### src/rtl/player_input_ctrl.sv
// ---------------------------------------------------------------------------
// player_input_ctrl
//   Upstream control stage of the player sprite/missile renderer. Raw board
//   buttons are synchronized and debounced, the player column is stepped on a
//   free-running motion tick and clamped to the screen limits, and each
//   accepted shot toggles one bit of the missile launch-toggle vector,
//   round-robin, rate-limited by a cooldown.
//
//   Build option: define PLAYER_AUTOFIRE_EN to get continuous fire while the
//   debounced fire button is held (one shot every FIRE_COOLDOWN+1 cycles).
//   Without it, every shot needs a fresh rising edge of the fire button.
//
// Ports:
//   clk            system clock (pixel clock domain)
//   rst            asynchronous active-low reset
//   btn_left       raw left button (async, active-high)
//   btn_right      raw right button (async, active-high)
//   btn_fire       raw fire button (async, active-high)
//   game_en        1 = controls live, 0 = movement and firing frozen
//   btn_col[11:0]  player sprite left column
//   btn_missle_en  missile launch-toggle vector (one bit flips per shot)
//   fire_pulse     one-cycle strobe on each accepted shot
//   slot_idx[2:0]  slot the next shot will toggle
// ---------------------------------------------------------------------------
module player_input_ctrl #(
  parameter int unsigned DEBOUNCE_CYCLES = 315000,
  parameter int unsigned MOVE_TICK       = 250000,
  parameter int unsigned STEP            = 2,
  parameter int unsigned COL_MIN         = 0,
  parameter int unsigned COL_MAX         = 609,
  parameter int unsigned COL_INIT        = 305,
  parameter int unsigned FIRE_COOLDOWN   = 7250000
) (
  input  logic        clk,
  input  logic        rst,
  input  logic        btn_left,
  input  logic        btn_right,
  input  logic        btn_fire,
  input  logic        game_en,
  output logic [11:0] btn_col,
  output logic [7:0]  btn_missle_en,
  output logic        fire_pulse,
  output logic [2:0]  slot_idx
);

  localparam int unsigned DB_W = $clog2(DEBOUNCE_CYCLES + 1);
  localparam int unsigned TK_W = $clog2(MOVE_TICK + 1);
  localparam int unsigned CD_W = $clog2(FIRE_COOLDOWN + 1);

  localparam logic [DB_W-1:0] DB_LAST  = DB_W'(DEBOUNCE_CYCLES - 1);
  localparam logic [TK_W-1:0] TK_LAST  = TK_W'(MOVE_TICK - 1);
  localparam logic [CD_W-1:0] CD_LOAD  = CD_W'(FIRE_COOLDOWN - 1);
  localparam logic [11:0]     COL_LO   = 12'(COL_MIN);
  localparam logic [11:0]     COL_HI   = 12'(COL_MAX);
  localparam logic [11:0]     COL_RST  = 12'(COL_INIT);
  localparam logic [11:0]     STEP_12  = 12'(STEP);
  // Left clamps when a full step would cross COL_MIN; right likewise for COL_MAX.
  localparam logic [11:0]     LEFT_LIM = 12'(COL_MIN + STEP);
  localparam logic [11:0]     RGHT_LIM = 12'(COL_MAX - STEP);

  typedef enum logic {
    ST_READY    = 1'b0,
    ST_COOLDOWN = 1'b1
  } fire_st_e;

  // Button index: 0 = left, 1 = right, 2 = fire.
  logic [2:0]      raw_s;
  logic [2:0]      sync1_r;
  logic [2:0]      sync2_r;
  logic [2:0]      db_lvl_r;
  logic [DB_W-1:0] db_cnt_r [3];
  logic [TK_W-1:0] tick_cnt_r;
  logic            tick_s;
  logic [11:0]     col_nxt_s;
  logic            fire_prev_r;
  logic            fire_req_s;
  fire_st_e        st_r;
  fire_st_e        st_nxt_s;
  logic [CD_W-1:0] cd_r;
  logic [CD_W-1:0] cd_nxt_s;
  logic            shot_s;
  logic [7:0]      missle_nxt_s;
  logic [2:0]      slot_nxt_s;

  assign raw_s  = {btn_fire, btn_right, btn_left};
  assign tick_s = (tick_cnt_r == TK_LAST);

  // Two-flop synchronizer on each raw button.
  always_ff @(posedge clk or negedge rst) begin
    if (!rst) begin
      sync1_r <= 3'b000;
      sync2_r <= 3'b000;
    end else begin
      sync1_r <= raw_s;
      sync2_r <= sync1_r;
    end
  end

  // Debounce: a level flips only after DEBOUNCE_CYCLES consecutive differing samples.
  always_ff @(posedge clk or negedge rst) begin
    if (!rst) begin
      db_lvl_r <= 3'b000;
      for (int i = 0; i < 3; i++) db_cnt_r[i] <= '0;
    end else begin
      for (int i = 0; i < 3; i++) begin
        if (sync2_r[i] == db_lvl_r[i]) begin
          db_cnt_r[i] <= '0;
        end else if (db_cnt_r[i] == DB_LAST) begin
          db_lvl_r[i] <= ~db_lvl_r[i];
          db_cnt_r[i] <= '0;
        end else begin
          db_cnt_r[i] <= db_cnt_r[i] + DB_W'(1);
        end
      end
    end
  end

  // Free-running motion tick counter; the tick is the wrap cycle.
  always_ff @(posedge clk or negedge rst) begin
    if (!rst) begin
      tick_cnt_r <= '0;
    end else if (tick_s) begin
      tick_cnt_r <= '0;
    end else begin
      tick_cnt_r <= tick_cnt_r + TK_W'(1);
    end
  end

  // Next column: clamped step on a live tick, hold otherwise (both buttons = hold).
  always_comb begin
    col_nxt_s = btn_col;
    if (tick_s && game_en) begin
      case ({db_lvl_r[0], db_lvl_r[1]})
        2'b10: begin
          if (btn_col < LEFT_LIM) col_nxt_s = COL_LO;
          else                    col_nxt_s = btn_col - STEP_12;
        end
        2'b01: begin
          if (btn_col > RGHT_LIM) col_nxt_s = COL_HI;
          else                    col_nxt_s = btn_col + STEP_12;
        end
        default: col_nxt_s = btn_col;
      endcase
    end else begin
      col_nxt_s = btn_col;
    end
  end

  // Shot request: level-triggered with autofire, otherwise edge-triggered.
  always_comb begin
`ifdef PLAYER_AUTOFIRE_EN
    fire_req_s = db_lvl_r[2] & game_en;
`else
    fire_req_s = db_lvl_r[2] & ~fire_prev_r & game_en;
`endif
  end

  // Fire FSM state, cooldown counter and previous debounced fire level.
  always_ff @(posedge clk or negedge rst) begin
    if (!rst) begin
      st_r        <= ST_READY;
      cd_r        <= '0;
      fire_prev_r <= 1'b0;
    end else begin
      st_r        <= st_nxt_s;
      cd_r        <= cd_nxt_s;
      fire_prev_r <= db_lvl_r[2];
    end
  end

  // Fire FSM next state; edges seen during COOLDOWN are simply dropped.
  always_comb begin
    st_nxt_s = st_r;
    cd_nxt_s = cd_r;
    shot_s   = 1'b0;
    case (st_r)
      ST_READY: begin
        if (fire_req_s) begin
          shot_s   = 1'b1;
          cd_nxt_s = CD_LOAD;
          st_nxt_s = ST_COOLDOWN;
        end else begin
          st_nxt_s = ST_READY;
        end
      end
      ST_COOLDOWN: begin
        if (cd_r == '0) st_nxt_s = ST_READY;
        else            cd_nxt_s = cd_r - CD_W'(1);
      end
      default: begin
        st_nxt_s = ST_READY;
        cd_nxt_s = '0;
      end
    endcase
  end

  // Fire FSM outputs: a shot flips the current slot bit and advances the slot.
  always_comb begin
    missle_nxt_s = btn_missle_en;
    slot_nxt_s   = slot_idx;
    if (shot_s) begin
      missle_nxt_s = btn_missle_en ^ (8'h01 << slot_idx);
      slot_nxt_s   = slot_idx + 3'd1;
    end else begin
      missle_nxt_s = btn_missle_en;
      slot_nxt_s   = slot_idx;
    end
  end

  // Registered outputs; the toggle vector is only ever cleared by reset.
  always_ff @(posedge clk or negedge rst) begin
    if (!rst) begin
      btn_col       <= COL_RST;
      btn_missle_en <= 8'h00;
      fire_pulse    <= 1'b0;
      slot_idx      <= 3'd0;
    end else begin
      btn_col       <= col_nxt_s;
      btn_missle_en <= missle_nxt_s;
      fire_pulse    <= shot_s;
      slot_idx      <= slot_nxt_s;
    end
  end

endmodule

### config.mk
export PLATFORM = sky130hd
export DESIGN_NAME = player_input_ctrl
export DESIGN_NICKNAME = d
export VERILOG_FILES = /design/src/rtl/player_input_ctrl.sv
export SDC_FILE = /design/constraint.sdc
export NUM_CORES = 1
export LEC_CHECK = 0
export CAP_MARGIN = 10
export CORE_MARGIN = 2
export CORE_UTILIZATION = 56
export DETAILED_ROUTE_END_ITERATION = 6
export PLACE_DENSITY = 0.86
export RECOVER_POWER = 100
export SKIP_LAST_GASP = 1
export SLEW_MARGIN = 20
export SYNTH_ARGS = -nofsm -noshare
export SYNTH_HDL_FRONTEND = slang
export SYNTH_SLANG_ARGS = --single-unit
### constraint.sdc
create_clock -name clk -period 4.65 [get_ports clk]
set_clock_uncertainty 0.1 [all_clocks]
set_input_delay 0.93 -clock clk [delete_from_list [all_inputs] [get_ports clk]]
set_output_delay 0.93 -clock clk [all_outputs]
set_load 0.02 [all_outputs]
======== After elaboration in Yosys (flattened, before gate mapping) ========
Cells that the tools add are included.
storage, ports and cells
  register bits after elaboration ......... 133
  word-level logic and storage cells ...... 74
  output and inout bits ................... 24
  bits of input ports ..................... 6
operators by class
  $add $sub $neg .......................... 8
  reductions and logical operators ........ 8
  mux-type cells .......................... 17
  magnitude comparators ................... 2
  equality and inequality tests ........... 11
  shift operators ......................... 1
  bitwise gates (word level) .............. 11
operators by type and width
  cell                                                             count
  two-way mux 19 bit                                               6
  adder 19 x 1 -> 19 bit, second input constant                    3
  == test 19 bit, second input constant                            3
  two-way mux 23 bit                                               2
  one-hot mux 23 bit (2 select lines)                              1
  two-way mux 12 bit                                               2
  one-hot mux 12 bit (2 select lines)                              1
  zero test 23 bit                                                 1
  subtractor 23 x 1 -> 23 bit, second input constant               1
  adder 18 x 1 -> 18 bit, second input constant                    1
  == test 18 bit, second input constant                            1
  two-way mux 18 bit                                               1
  adder 12 x 2 -> 12 bit, second input constant                    1
  greater-than comparator 12 x 10 -> 1 bit, second input constant  1
  less-than comparator 12 x 2 -> 1 bit, second input constant      1
  subtractor 12 x 2 -> 12 bit, second input constant               1
  AND reduction 2 bit                                              5
  inverter 1 bit                                                   8
  left shift 1 x 3 -> 8 bit, first input constant                  1
  XOR 8 bit                                                        1
  inequality test 2 bit, second input constant                     2
  adder 3 x 1 -> 3 bit, second input constant                      1
  == test 1 bit                                                    3
  two-way mux 1 bit                                                3
  other kinds (6)                                                  7

======== Depth between registers and ports, before layout ========
Gate-level depths: netlist of run 1.
  depth after elaboration ................. 5
  mapped depth ............................ 8

======== Worst setup path before layout of run 1 ========
No wires, ideal clock.
  kind .................................... register -> register
  start point ............................. register cd_r[19]
  end point ............................... register cd_r[19]
  slack ................................... 2.236 ns
  arrival time ............................ 2.183 ns
  period minus slack after synthesis ...... 2.414 ns
  cell stages (with the launch flop) ...... 6
  data required time ...................... 4.419 ns
  buffers on the path ..................... 0
  cell sequence ........................... dfrtp_1 -> or4_4 -> or4_4 -> o41ai_4 -> nor4_1 -> or3_1
between the ends
  longest elaborated chain between the ends .. 3
  elaborated cells between the ends (all ways) .. 6
  those cells by class .................... add/sub (1); eq/ne (1); mux (2); reduce/logical (2)
RTL lines
  element                                                                     RTL line  RTL
  start: declaration                                                          79        logic [CD_W-1:0] cd_r;
  start signal: assignment                                                    166       cd_r <= cd_nxt_s;
  subtractor 23 x 1 -> 23 bit or zero test 23 bit (tied branches)             188, 187
  two-way mux 23 bit or inequality test 2 bit (tied branches)                 --
  one-hot mux 23 bit (2 select lines) or AND reduction 2 bit (tied branches)  --
Parallel ways exist; a longest one is shown, timed or not. The select of a mux whose other input is x is not followed.
A chain may end at the register's enable or synchronous reset.

======== Final worst setup path of run 1 ========
  start point ............................. input port game_en
  end point ............................... register cd_r[20]
between the ends
  longest elaborated chain between the ends .. 3
RTL lines
  element                          RTL line  RTL
  start: declaration               39        input logic game_en,
  AND 1 bit                        154       fire_req_s = db_lvl_r[2] & ~fire_prev_r & game_en;
  inequality test 2 bit (no line)  --
  AND reduction 2 bit (no line)    --
No other way between the ends.

==> impl_results.md, run 1 <==
- First-pass GRT wire length: 23,900 um
- Fin crit period: 3.66 ns
- Area of the core: 0.0114 mm2
- Placed wire-length estimate after detailed placement: 9020 um
- Share of final-layout standard cells stronger than drive strength 1: 0.0682
- Sequential cell area: 0.00333 mm2
- Cell-by-cell listing of the critical path: dlygate4sd3_1 -> nand4bb_1 -> clkbuf_1 -> clkinv_1 -> or4_2 -> o21ai_0
- Final wirelength: 13,600 um
- Width of the die: 112 um
- Peak fanout along the critical path: 20
- Post-Syn Area per Cell: 9.91 um2
- Number of failing hold endpoints at the final stage: 0
- FMAX: 273 MHz
- Commonest non-fill, non-tap cell in the layout: sky130_fd_sc_hd__dfrtp_1
- DRC violations left: 0
- Drt initial violations: 474
- Routed wire length per instance: 16.0 um
- Final Wtd Congestion: 0.916
- Mux contribution to synthesized area: 0.0160
- Worst-skew pair later-pin latency: 0.42 ns
- Final-layout fill cell count: 879
- Mapped Cells: 663
- Worst reg2reg setup slack: 1.60 ns
- Switching power of the nets: 558 uW
- Number of different library cells in the post-synthesis netlist: 55
- Result of the run: finished with violations
- Initial DRT Pass Iterations: 6
- All-Layer GR Usage: 0.234
- Pleak: 3.14 nW
- Data arrival at the endpoint of the critical path: 3.90 ns
- Total internal power: 2.11 mW
- Post-CTS setup buffers: 0
- Worst hold path class: reg2reg
- Buffers added on ports: 29
- P per Cell Area: 352 mW/mm2
- Number of synthesized flops with an enable pin: 0
- Hold-fix buffers, CTS: 0
- Post-layout util: 0.664
- Initial core utilization: 0.575
- Share of power burned in registers: 0.447
- Largest net degree at the start of global routing: 71
- Maximum single-stage delay on the critical path: 0.80 ns
- Fraction of registers with async set or reset after synthesis: 1.00
- DP Cell Count: 815
- RSZ-0062 raised after global routing: no
- Ratio of final minimum period to clock period: 0.787
- Area of the die: 0.0126 mm2
- Critical path type: in2reg
- Remaining antenna violation count after routing: 0
- Commonest cells after routing, fill and taps aside: sky130_fd_sc_hd__dfrtp_1, sky130_fd_sc_hd__nor2_1, sky130_fd_sc_hd__xnor2_1, sky130_fd_sc_hd__nand3_1, sky130_fd_sc_hd__nand2_1
- Clock tree from TritonCTS: done
- Site row count: 39
- Worst-margin pin slew: 1.70 ns
- Setup crit start kind: input pin
- Diodes inserted: 0
- Portion of total power attributed to the clock network: 0.523
- Vias per inst: 5.93
- Area fraction in compound gates after synthesis: 0.0760
- Worst slew margin relative to its limit: -0.130
- Number of vias after detailed routing: 5,022
- Number of max-cap violations: 1
- Setup Viol. Count Final: 0
- Number of resized instances in the post-cts repair step: 0
- Violated checks: capacitance limit, slew limit
- Total negative slack for setup checks: 0 ns
- Switching share of power: 0.209
- Fraction of the mapped netlist area in simple logic gates: 0.239
- Number of warnings printed during yosys synthesis: 0
- Layout-stage area growth over the synthesis result: 15.4%
- Area of the mapped netlist: 0.00657 mm2
- Top_reg_cell synth: sky130_fd_sc_hd__dfrtp_1
- GR Overflow Total: 0
- Critical path required time: 4.89 ns
- Final Total Pwr: 2.67 mW
- Via count of the first global-routing pass: 5,141
- Area occupied by multi-input gates: 0.00305 mm2
- Number of top-level pins: 30
- Clock slew at the register clock pins of the worst setup and hold paths: 0.05 ns
- Worst setup EP type: flip-flop
- Total clock buffers created by CTS: 17
- Sequential fraction of the synthesis area: 0.507
- Xor/xnor cell area share of the yosys netlist: 0.108
- Share of synthesized cell area in full adder, half adder and majority cells: 0.0267
- Pins Over Slew Limit: 70
- Cell type of the slowest stage on the worst timing path: sky130_fd_sc_hd__or4_2
- Antenna violations before repair: 0
- Count of H-tree levels built during CTS: 4
- Buffer levels on the longest clock path: 2
- Non-filler instance count after layout: 847
- Number of register bits inferred by synthesis: 133
- Number of nets at the end of the flow: 711
- WHS: 0.255 ns
- Cell at the root of the clock tree: sky130_fd_sc_hd__clkbuf_16
- Y dimension of the die: 112 um
- Post-Syn Nets: 683
- Sinks on Clock Net: 133
- Peak VDD IR: 237 uV
- Part of the total power dissipated in combinational logic: 0.030
- Largest family of logic cells by synthesized area: simple AND/OR/NAND/NOR gates
## power by group through the flow
| stage | sequential (mW) | combinational, mW | clock (mW) |
|---|---|---|---|
| floorplan | 1.21 | 0.0366 | 0 |
| global placement | 1.21 | 0.0816 | 0 |
| detailed placement | 1.21 | 0.0852 | 0 |
| CTS | 1.19 | 0.0856 | 1.41 |
| global route | 1.19 | 0.0928 | 1.46 |
| finish | 1.19 | 0.0802 | 1.39 |
## per-layer routing
metal  track usage  routed length, um  vias to the layer above
li1              -                  -                     2391
met1         0.294               5780                     2466
met2         0.392               6850                      137
met3        0.0594                642                       28
met4        0.0935                282                        0
met5             0                  0                        -
## cells in the mapped netlist, types with 10 or more instances
cell,instances,area share
sky130_fd_sc_hd__a21oi_1,10,0.0076
sky130_fd_sc_hd__and3_1,22,0.021
sky130_fd_sc_hd__clkbuf_1,18,0.010
sky130_fd_sc_hd__dfrtp_1,129,0.49
sky130_fd_sc_hd__ha_1,14,0.027
sky130_fd_sc_hd__inv_1,22,0.013
sky130_fd_sc_hd__nand2_1,45,0.026
sky130_fd_sc_hd__nand3_1,47,0.036
sky130_fd_sc_hd__nand4_1,12,0.011
sky130_fd_sc_hd__nor2_1,99,0.057
sky130_fd_sc_hd__nor3_1,20,0.015
sky130_fd_sc_hd__nor4_1,10,0.0095
sky130_fd_sc_hd__o21ai_0,19,0.014
sky130_fd_sc_hd__o31ai_1,12,0.014
sky130_fd_sc_hd__or4_1,12,0.014
sky130_fd_sc_hd__xnor2_1,50,0.067
sky130_fd_sc_hd__xor2_1,31,0.041
## sequential cells by signal, summed over array words and instances (netlist names)
| signal | cells |
|---|---|
| sync1_r | 3 |
| sync2_r | 3 |
| st_r | 1 |
| fire_prev_r | 1 |
| db_lvl_r | 3 |
| tick_cnt_r | 18 |
| fire_pulse | 1 |
| db_cnt_r | 57 |
| btn_missle_en | 8 |
| slot_idx | 3 |
| cd_r | 23 |
| btn_col | 12 |
## final cells by class
| class | count | area share |
|---|---|---|
| sequential | 133 | 0.440 |
| multi-input combinational | 485 | 0.403 |
| clock buffer | 23 | 0.0657 |
| timing repair buffer | 31 | 0.0408 |
| tap | 143 | 0.0236 |
| clock inverter | 9 | 0.0162 |
| inverter | 23 | 0.0114 |
## critical path: cells and delay by family
family	cells	cell delay, ns
AOI/OAI and AO/OA	1	0.09
buffers and inverters	3	1.94
and+or+nand+nor	2	0.93
## worst paths after layout
path	from	cells past startpoint	to
worst max-delay path	game_en	6	cd_r[20]
worst min-delay path	sync1_r[2]	0	sync2_r[2]
worst max register to register	cd_r[19]	5	cd_r[19]
min in group asynchronous	rst	1	db_cnt_r[49]
worst min register to register	sync1_r[2]	0	sync2_r[2]
max in group asynchronous	rst	2	btn_col[5]
## kinds of logic (layout without fill, tap and decap cells)
group | after synthesis | count (layout)
and+or+nand+nor | 309 | 309
buffers and inverters | 45 | 86
AOI/OAI and AO/OA | 71 | 71
muxes | 10 | 10
adders and majority gates | 14 | 14
DFF | 133 | 133
xor gates and xnor gates | 81 | 81
## metrics by stage
step	instance area [um2]	setup slack (ns)
global route	7580	0.859
floorplan	6570	2.24
CTS	7590	1.77
global placement	6970	1.47
finish	7580	0.991
detailed placement	6970	1.44
Note: power is estimated with default switching activity, not from simulation.
==> run 2, diff against run 1 <==
- clock period: 4.65 -> 3.7 ns (I/O delays scaled with it)
==> run 2 against run 1 <==
  * The run still ends with capacitance limit, slew limit left
  * Die area unchanged
  * Clock-buffer cell count decreased by 3
  * Register-to-register slack got worse by 0.86 ns
  * Non-clock buffer count increased by 4
  * Core utilization decreased by 0.11 points
  * Via count increased by 1.0%
  * Design area decreased by 0.17%
  * Critical path depth unchanged
  * Total power increased by 22%
  * Clock power increased by 19%
  * Critical path type is now reg2reg
  * Highest routed layer unchanged
==> impl_results.md, run 2 (synthesis results as in run 1) <==
- Buffer levels on the longest clock path: 2 (unchanged)
- Number of top-level pins: 30 (unchanged)
- Worst reg2reg setup slack: 0.74 ns (-0.86 ns)
- Fin crit period: 2.96 ns
- Post-CTS setup buffers: 0 (unchanged)
- Final wirelength: 13,500 um (-0.13%)
- Area occupied by multi-input gates: 0.00305 mm2 (unchanged)
- Width of the die: 112 um (unchanged)
- Sinks on Clock Net: 133 (unchanged)
- Worst-margin pin slew: 2.42 ns (+0.722 ns)
- Remaining antenna violation count after routing: 0 (unchanged)
- Number of failing hold endpoints at the final stage: 0 (unchanged)
- Area of the die: 0.0126 mm2 (unchanged)
- Number of resized instances in the post-cts repair step: 0 (unchanged)
- Buffers added on ports: 29 (unchanged)
- Maximum single-stage delay on the critical path: 0.60 ns (-0.20 ns)
- Cell-by-cell listing of the critical path: or4_1 -> or4_1 -> o41ai_4 -> clkbuf_1 -> xor2_1 -> nand2_1
- Area of the core: 0.0114 mm2 (unchanged)
- Number of vias after detailed routing: 5,073 (+1.0%)
- Critical path type: reg2reg
- Final-layout fill cell count: 846 (-3.8%)
- Share of final-layout standard cells stronger than drive strength 1: 0.0692 (+0.00103)
- Peak fanout along the critical path: 8 (-60%)
- Clock tree from TritonCTS: done
- Routed length on met2: 6740 um (-1.7%)
- Post-layout util: 0.663 (-0.00110)
- Final Wtd Congestion: 0.925 (+1.0%)
- Vias per inst: 5.96 (+0.54%)
- Commonest non-fill, non-tap cell in the layout: sky130_fd_sc_hd__dfrtp_1
- Initial core utilization: 0.575 (unchanged)
- Routed wire length per instance: 15.9 um (-0.60%)
- Total negative slack for setup checks: 0 ns (unchanged)
- Ratio of final minimum period to clock period: 0.800
- Y dimension of the die: 112 um (unchanged)
- Worst hold path class: reg2reg
- Pleak: 3.11 nW (-0.80%)
- GR Overflow Total: 0 (unchanged)
- Site row count: 39 (unchanged)
- Commonest cells after routing, fill and taps aside: sky130_fd_sc_hd__dfrtp_1, sky130_fd_sc_hd__nor2_1, sky130_fd_sc_hd__xnor2_1, sky130_fd_sc_hd__nand3_1, sky130_fd_sc_hd__nand2_1
- Number of nets at the end of the flow: 715 (+0.56%)
- Diodes inserted: 0 (unchanged)
- Placed wire-length estimate after detailed placement: 8990 um (-0.28%)
- Setup crit start kind: flip-flop
- Antenna violations before repair: 0 (unchanged)
- Via count of the first global-routing pass: 5,110 (-0.60%)
- DP Cell Count: 819 (+0.49%)
- Max FFs per register: 57 (unchanged)
- P per Cell Area: 430 mW/mm2 (+22%)
- Most flops, register: db_cnt_r
- Sequential cell area: 0.00333 mm2 (unchanged)
- All-Layer GR Usage: 0.232 (-0.00167)
- Detailed-routing wirelength on met1: 5830 um (+0.87%)
- First-pass GRT wire length: 23,800 um (-0.34%)
- Setup Viol. Count Final: 0 (unchanged)
- Largest registers: db_cnt_r x57, cd_r x23, tick_cnt_r x18
- Peak VDD IR: 372 uV (+57%)
- Worst slew margin relative to its limit: -0.612 (-0.481)
- Number of max-cap violations: 1 (unchanged)
- Drt initial violations: 385 (-19%)
- Pins Over Slew Limit: 43 (-39%)
- Largest net degree at the start of global routing: 60 (-15%)
- Clock slew at the register clock pins of the worst setup and hold paths: 0.06 ns (about the same)
- Hold-fix buffers, CTS: 0 (unchanged)
- Detail Route met3 WL: 688 um (+7.2%)
- Worst setup EP type: flip-flop
- Data arrival at the endpoint of the critical path: 3.12 ns (-0.78 ns)
- Violated checks: capacitance limit, slew limit
- Initial DRT Pass Iterations: 5 (-1)
- Critical path required time: 3.86 ns (-1.03 ns)
- Count of H-tree levels built during CTS: 4 (unchanged)
- Layout-stage area growth over the synthesis result: 15.2%
- RSZ-0062 raised after global routing: no
- Worst-skew pair later-pin latency: 0.43 ns (about the same)
- Cell at the root of the clock tree: sky130_fd_sc_hd__clkbuf_16
- Total clock buffers created by CTS: 17 (unchanged)
- Non-filler instance count after layout: 851 (+0.47%)
- Final Total Pwr: 3.25 mW (+22%)
- Cell type of the slowest stage on the worst timing path: sky130_fd_sc_hd__or4_1
- CP most frequent cell: sky130_fd_sc_hd__or4_1
- Result of the run: finished with violations
- DRC violations left: 0 (unchanged)
- FMAX: 338 MHz
- Top Layer Used: met4
## run 2: cell count changes in the layout (fill, tap and decap cells not counted)
cell / before / now
sky130_fd_sc_hd__buf_4: 0 / 2
sky130_fd_sc_hd__bufinv_16: 3 / 2
sky130_fd_sc_hd__clkbuf_1: 2 / 5
sky130_fd_sc_hd__clkbuf_2: 1 / 0
sky130_fd_sc_hd__clkbuf_8: 5 / 2
sky130_fd_sc_hd__clkinv_2: 5 / 3
sky130_fd_sc_hd__clkinv_4: 0 / 2
sky130_fd_sc_hd__clkinvlp_4: 1 / 5
## run 2: critical path: cells and delay by family (launching register included)
kind	cells	cell delay (ns)
DFF	1	0.39
AOI/OAI and AO/OA	1	0.52
xor gates and xnor gates	1	0.19
and+or+nand+nor	3	1.22
buffers and inverters	1	0.37
## run 2: layout make-up
class / instances / share of cell area
well taps: 143 / 0.0236
clock buffers: 20 / 0.0604
flip-flops and latches: 133 / 0.441
multi-input cells: 485 / 0.403
repair buffers: 35 / 0.0437
inverters: 23 / 0.0114
clock inverters: 12 / 0.0172
## run 2: where the power goes
part           total (mW)  switching [mW]  internal [mW]
Combinational       0.103          0.0695         0.0335
Sequential           1.50          0.0236           1.47
Clock                1.65           0.631           1.02
Total                3.25           0.724           2.53
## run 2: metal layers
metal	global-route usage	vias up
li1	-	2400
met1	0.291	2475
met2	0.384	168
met3	0.0605	30
met4	0.102	0
met5	0	-
## run 2: through the flow
step | area (um2) | hold WS, ns | setup WS [ns]
6_report | 7570 | 0.250 | 0.739
5_1_grt | 7570 | 0.263 | 0.555
4_1_cts | 7590 | 0.231 | 1.06
3_5_place_dp | 7000 | 0.239 | 0.897
3_3_place_gp | 7000 | 0.232 | 0.929
2_1_floorplan | 6570 | 0.231 | 1.29
## run 2: path summary, 6_finish.rpt
path | start | endpoint | cells past startpoint
worst max-delay path | cd_r[19] | cd_r[3] | 6
worst min-delay path | sync1_r[2] | sync2_r[2] | 0
worst max register to register | cd_r[19] | cd_r[3] | 6
worst min register to register | sync1_r[2] | sync2_r[2] | 0
max in group asynchronous | rst | db_cnt_r[17] | 2
min in group asynchronous | rst | btn_col[11] | 1
==> run 3, diff against run 2 <==
- clock period: 3.7 -> 3 ns (I/O delays scaled with it)
==> run 3 against run 2 <==
  * The run now ends clean
  * Sequential power up 23%
  * Register-to-register slack got worse by 0.54 ns
  * Total power grew 26%
  * Flip-flop and latch count did not move
  * Highest routed layer unchanged
  * Core utilization is 0.42 points higher
  * Combinational power is 24% higher
  * Critical endpoint unchanged
  * Fmax is 5.7% higher
  * Design area up 0.63%
==> impl_results.md, run 3 (synthesis results as in run 1) <==
- Placed wire-length estimate after detailed placement: 8950 um (-0.49%)
- Vias per inst: 6.08 (+1.9%)
- Number of max-cap violations: 0 (-1)
- Cell count of the worst reg-to-reg path: 6 (unchanged)
- Final Total Pwr: 4.10 mW (+26%)
- Final wirelength: 14,100 um (+3.9%)
- First-pass GRT wire length: 24,000 um (+0.69%)
- Worst reg2reg setup slack: 0.20 ns (-0.54 ns)
- Part of the total power dissipated in combinational logic: 0.031 (about the same)
- Portion of total power attributed to the clock network: 0.518 (+0.010)
- Initial DRT Pass Iterations: 7 (+2)
- Remaining antenna violation count after routing: 0 (unchanged)
- GR Overflow Total: 0 (unchanged)
- Site row count: 39 (unchanged)
- Cell at the root of the clock tree: sky130_fd_sc_hd__clkbuf_16
- Hold wc startpoint: sync1_r[1]
- Width of the die: 112 um (unchanged)
- Switching share of power: 0.219 (-0.00347)
- Hold depth: 0 (unchanged)
- DP Cell Count: 822 (+0.37%)
- All-Layer GR Usage: 0.235 (+0.00280)
- Pleak: 3.15 nW (+1.2%)
- Hold Path Sink: sync2_r[1]
- Worst slew margin relative to its limit: 0.268 (+0.880)
- FF-to-FF Start: cd_r[19]
- Number of nets at the end of the flow: 719 (+0.56%)
- Buffer levels on the longest clock path: 2 (unchanged)
- Clock tree from TritonCTS: done
- Layout-stage area growth over the synthesis result: 15.9%
- Worst-margin pin slew: 1.10 ns (-1.32 ns)
- P per Cell Area: 539 mW/mm2 (+25%)
- Count of H-tree levels built during CTS: 4 (unchanged)
- Worst hold path class: reg2reg
- Final Wtd Congestion: 0.951 (+2.8%)
- Antenna violations before repair: 0 (unchanged)
- Max FFs per register: 57 (unchanged)
- FMAX: 357 MHz (+5.7%)
- Area of the core: 0.0114 mm2 (unchanged)
- Result of the run: completed
- Setup crit start kind: flip-flop
- Peak VDD IR: 369 uV (-0.81%)
- Drt initial violations: 445 (+16%)
- Number of resized instances in the post-cts repair step: 0 (unchanged)
- Clock slew at the register clock pins of the worst setup and hold paths: 0.06 ns (about the same)
- Post-CTS setup buffers: 0 (unchanged)
- Commonest non-fill, non-tap cell in the layout: sky130_fd_sc_hd__dfrtp_1
- Initial core utilization: 0.575 (unchanged)
- Largest net degree at the start of global routing: 80 (+33%)
- Non-filler instance count after layout: 855 (+0.47%)
- Data arrival at the endpoint of the critical path: 2.96 ns (-0.16 ns)
- Buffers added on ports: 29 (unchanged)
- Worst-skew pair later-pin latency: 0.42 ns (about the same)
- Peak fanout along the critical path: 8 (unchanged)
- Area occupied by multi-input gates: 0.00305 mm2 (unchanged)
- Routed wire length per instance: 16.5 um (+3.5%)
- Y dimension of the die: 112 um (unchanged)
- RSZ-0062 raised after global routing: no
- Commonest cells after routing, fill and taps aside: sky130_fd_sc_hd__dfrtp_1, sky130_fd_sc_hd__nor2_1, sky130_fd_sc_hd__xnor2_1, sky130_fd_sc_hd__nand3_1, sky130_fd_sc_hd__nand2_1
- Switching power of the nets: 898 uW (+24%)
- Area of the die: 0.0126 mm2 (unchanged)
- Largest registers: db_cnt_r x57, cd_r x23, tick_cnt_r x18
- Post-layout util: 0.667 (+0.00416)
- Total negative slack for setup checks: 0 ns (unchanged)
- Sequential cell area: 0.00333 mm2 (unchanged)
- Diodes inserted: 0 (unchanged)
- Critical path required time: 3.15 ns (-0.71 ns)
- Via count of the first global-routing pass: 5,134 (+0.47%)
- Critical path type: reg2reg
- Number of vias after detailed routing: 5,195 (+2.4%)
- Sinks on Clock Net: 133 (unchanged)
- Ratio of final minimum period to clock period: 0.934 (+0.133)
- DRC violations left: 0 (unchanged)
- Number of failing hold endpoints at the final stage: 0 (unchanged)
- Total internal power: 3.21 mW (+27%)
- Share of final-layout standard cells stronger than drive strength 1: 0.0702 (+0.00102)
- Pins Over Slew Limit: 0 (-100%)
- Reg-to-reg endpoint: cd_r[3]
- Setup Viol. Count Final: 0 (unchanged)
- Share of power burned in registers: 0.450 (-0.010)
- Total clock buffers created by CTS: 17 (unchanged)
- Most flops, register: db_cnt_r
- Worst setup EP type: flip-flop
- Number of top-level pins: 30 (unchanged)
- Fin crit period: 2.80 ns (-0.160 ns)
- Final-layout fill cell count: 829 (-2.0%)
- WHS: 0.249 ns (-0.000583 ns)
==> run 3: cell type report <==
class                   instances  area share
well taps                     143      0.0235
flip-flops and latches        133       0.438
multi-input cells             485       0.401
inverters                      23      0.0113
clock inverters                13      0.0204
repair buffers                 39      0.0468
clock buffers                  19      0.0595
==> run 3: stage by stage <==
step / instance area (um2) / setup WS [ns]
floorplan: 6570 / 0.586
global placement: 7020 / 0.456
detailed placement: 7020 / 0.349
CTS: 7640 / 0.304
global route: 7610 / 0.113
finish: 7610 / 0.199
==> run 3: repair_timing <==
| item | 4_1_cts | 5_1_grt |
|---|---|---|
| hold buffers | 1 | 0 |
| hold endpoints to repair | 12 | 0 |
| setup endpoints to repair | 0 | 0 |
==> run 3: routing by layer <==
metal  track usage  vias up  wire length (um)
met5             0        -                 0
met4         0.100        0               364
met3        0.0513       39               745
met2         0.393      215              7160
met1         0.299     2531              5800
li1              -     2410                 -
==> run 3: power groups by stage <==
stage	registers [mW]	clock network, mW	logic [mW]
detailed placement	1.88	0	0.134
CTS	1.85	2.14	0.136
global placement	1.88	0	0.129
floorplan	1.88	0	0.0567
global route	1.85	2.23	0.147
finish	1.85	2.13	0.128
==> run 3: worst max-delay path by stage <==
stage	end	startpoint	cells past startpoint
after CTS	cd_r[3]	cd_r[19]	6
after detailed placement	cd_r[3]	cd_r[19]	6
after floorplan	cd_r[19]	cd_r[19]	5
after global placement	cd_r[3]	cd_r[19]	6
final	cd_r[3]	cd_r[19]	6
after global routing	cd_r[3]	cd_r[19]	6
==> run 3: worst max-delay path: stages (launching register included) <==
cell                      delay, ns
sky130_fd_sc_hd__dfrtp_1       0.40
sky130_fd_sc_hd__or4_1         0.62
sky130_fd_sc_hd__or4_4         0.50
sky130_fd_sc_hd__o41ai_4       0.52
sky130_fd_sc_hd__buf_4         0.25
sky130_fd_sc_hd__xor2_1        0.18
sky130_fd_sc_hd__nand2_1       0.08
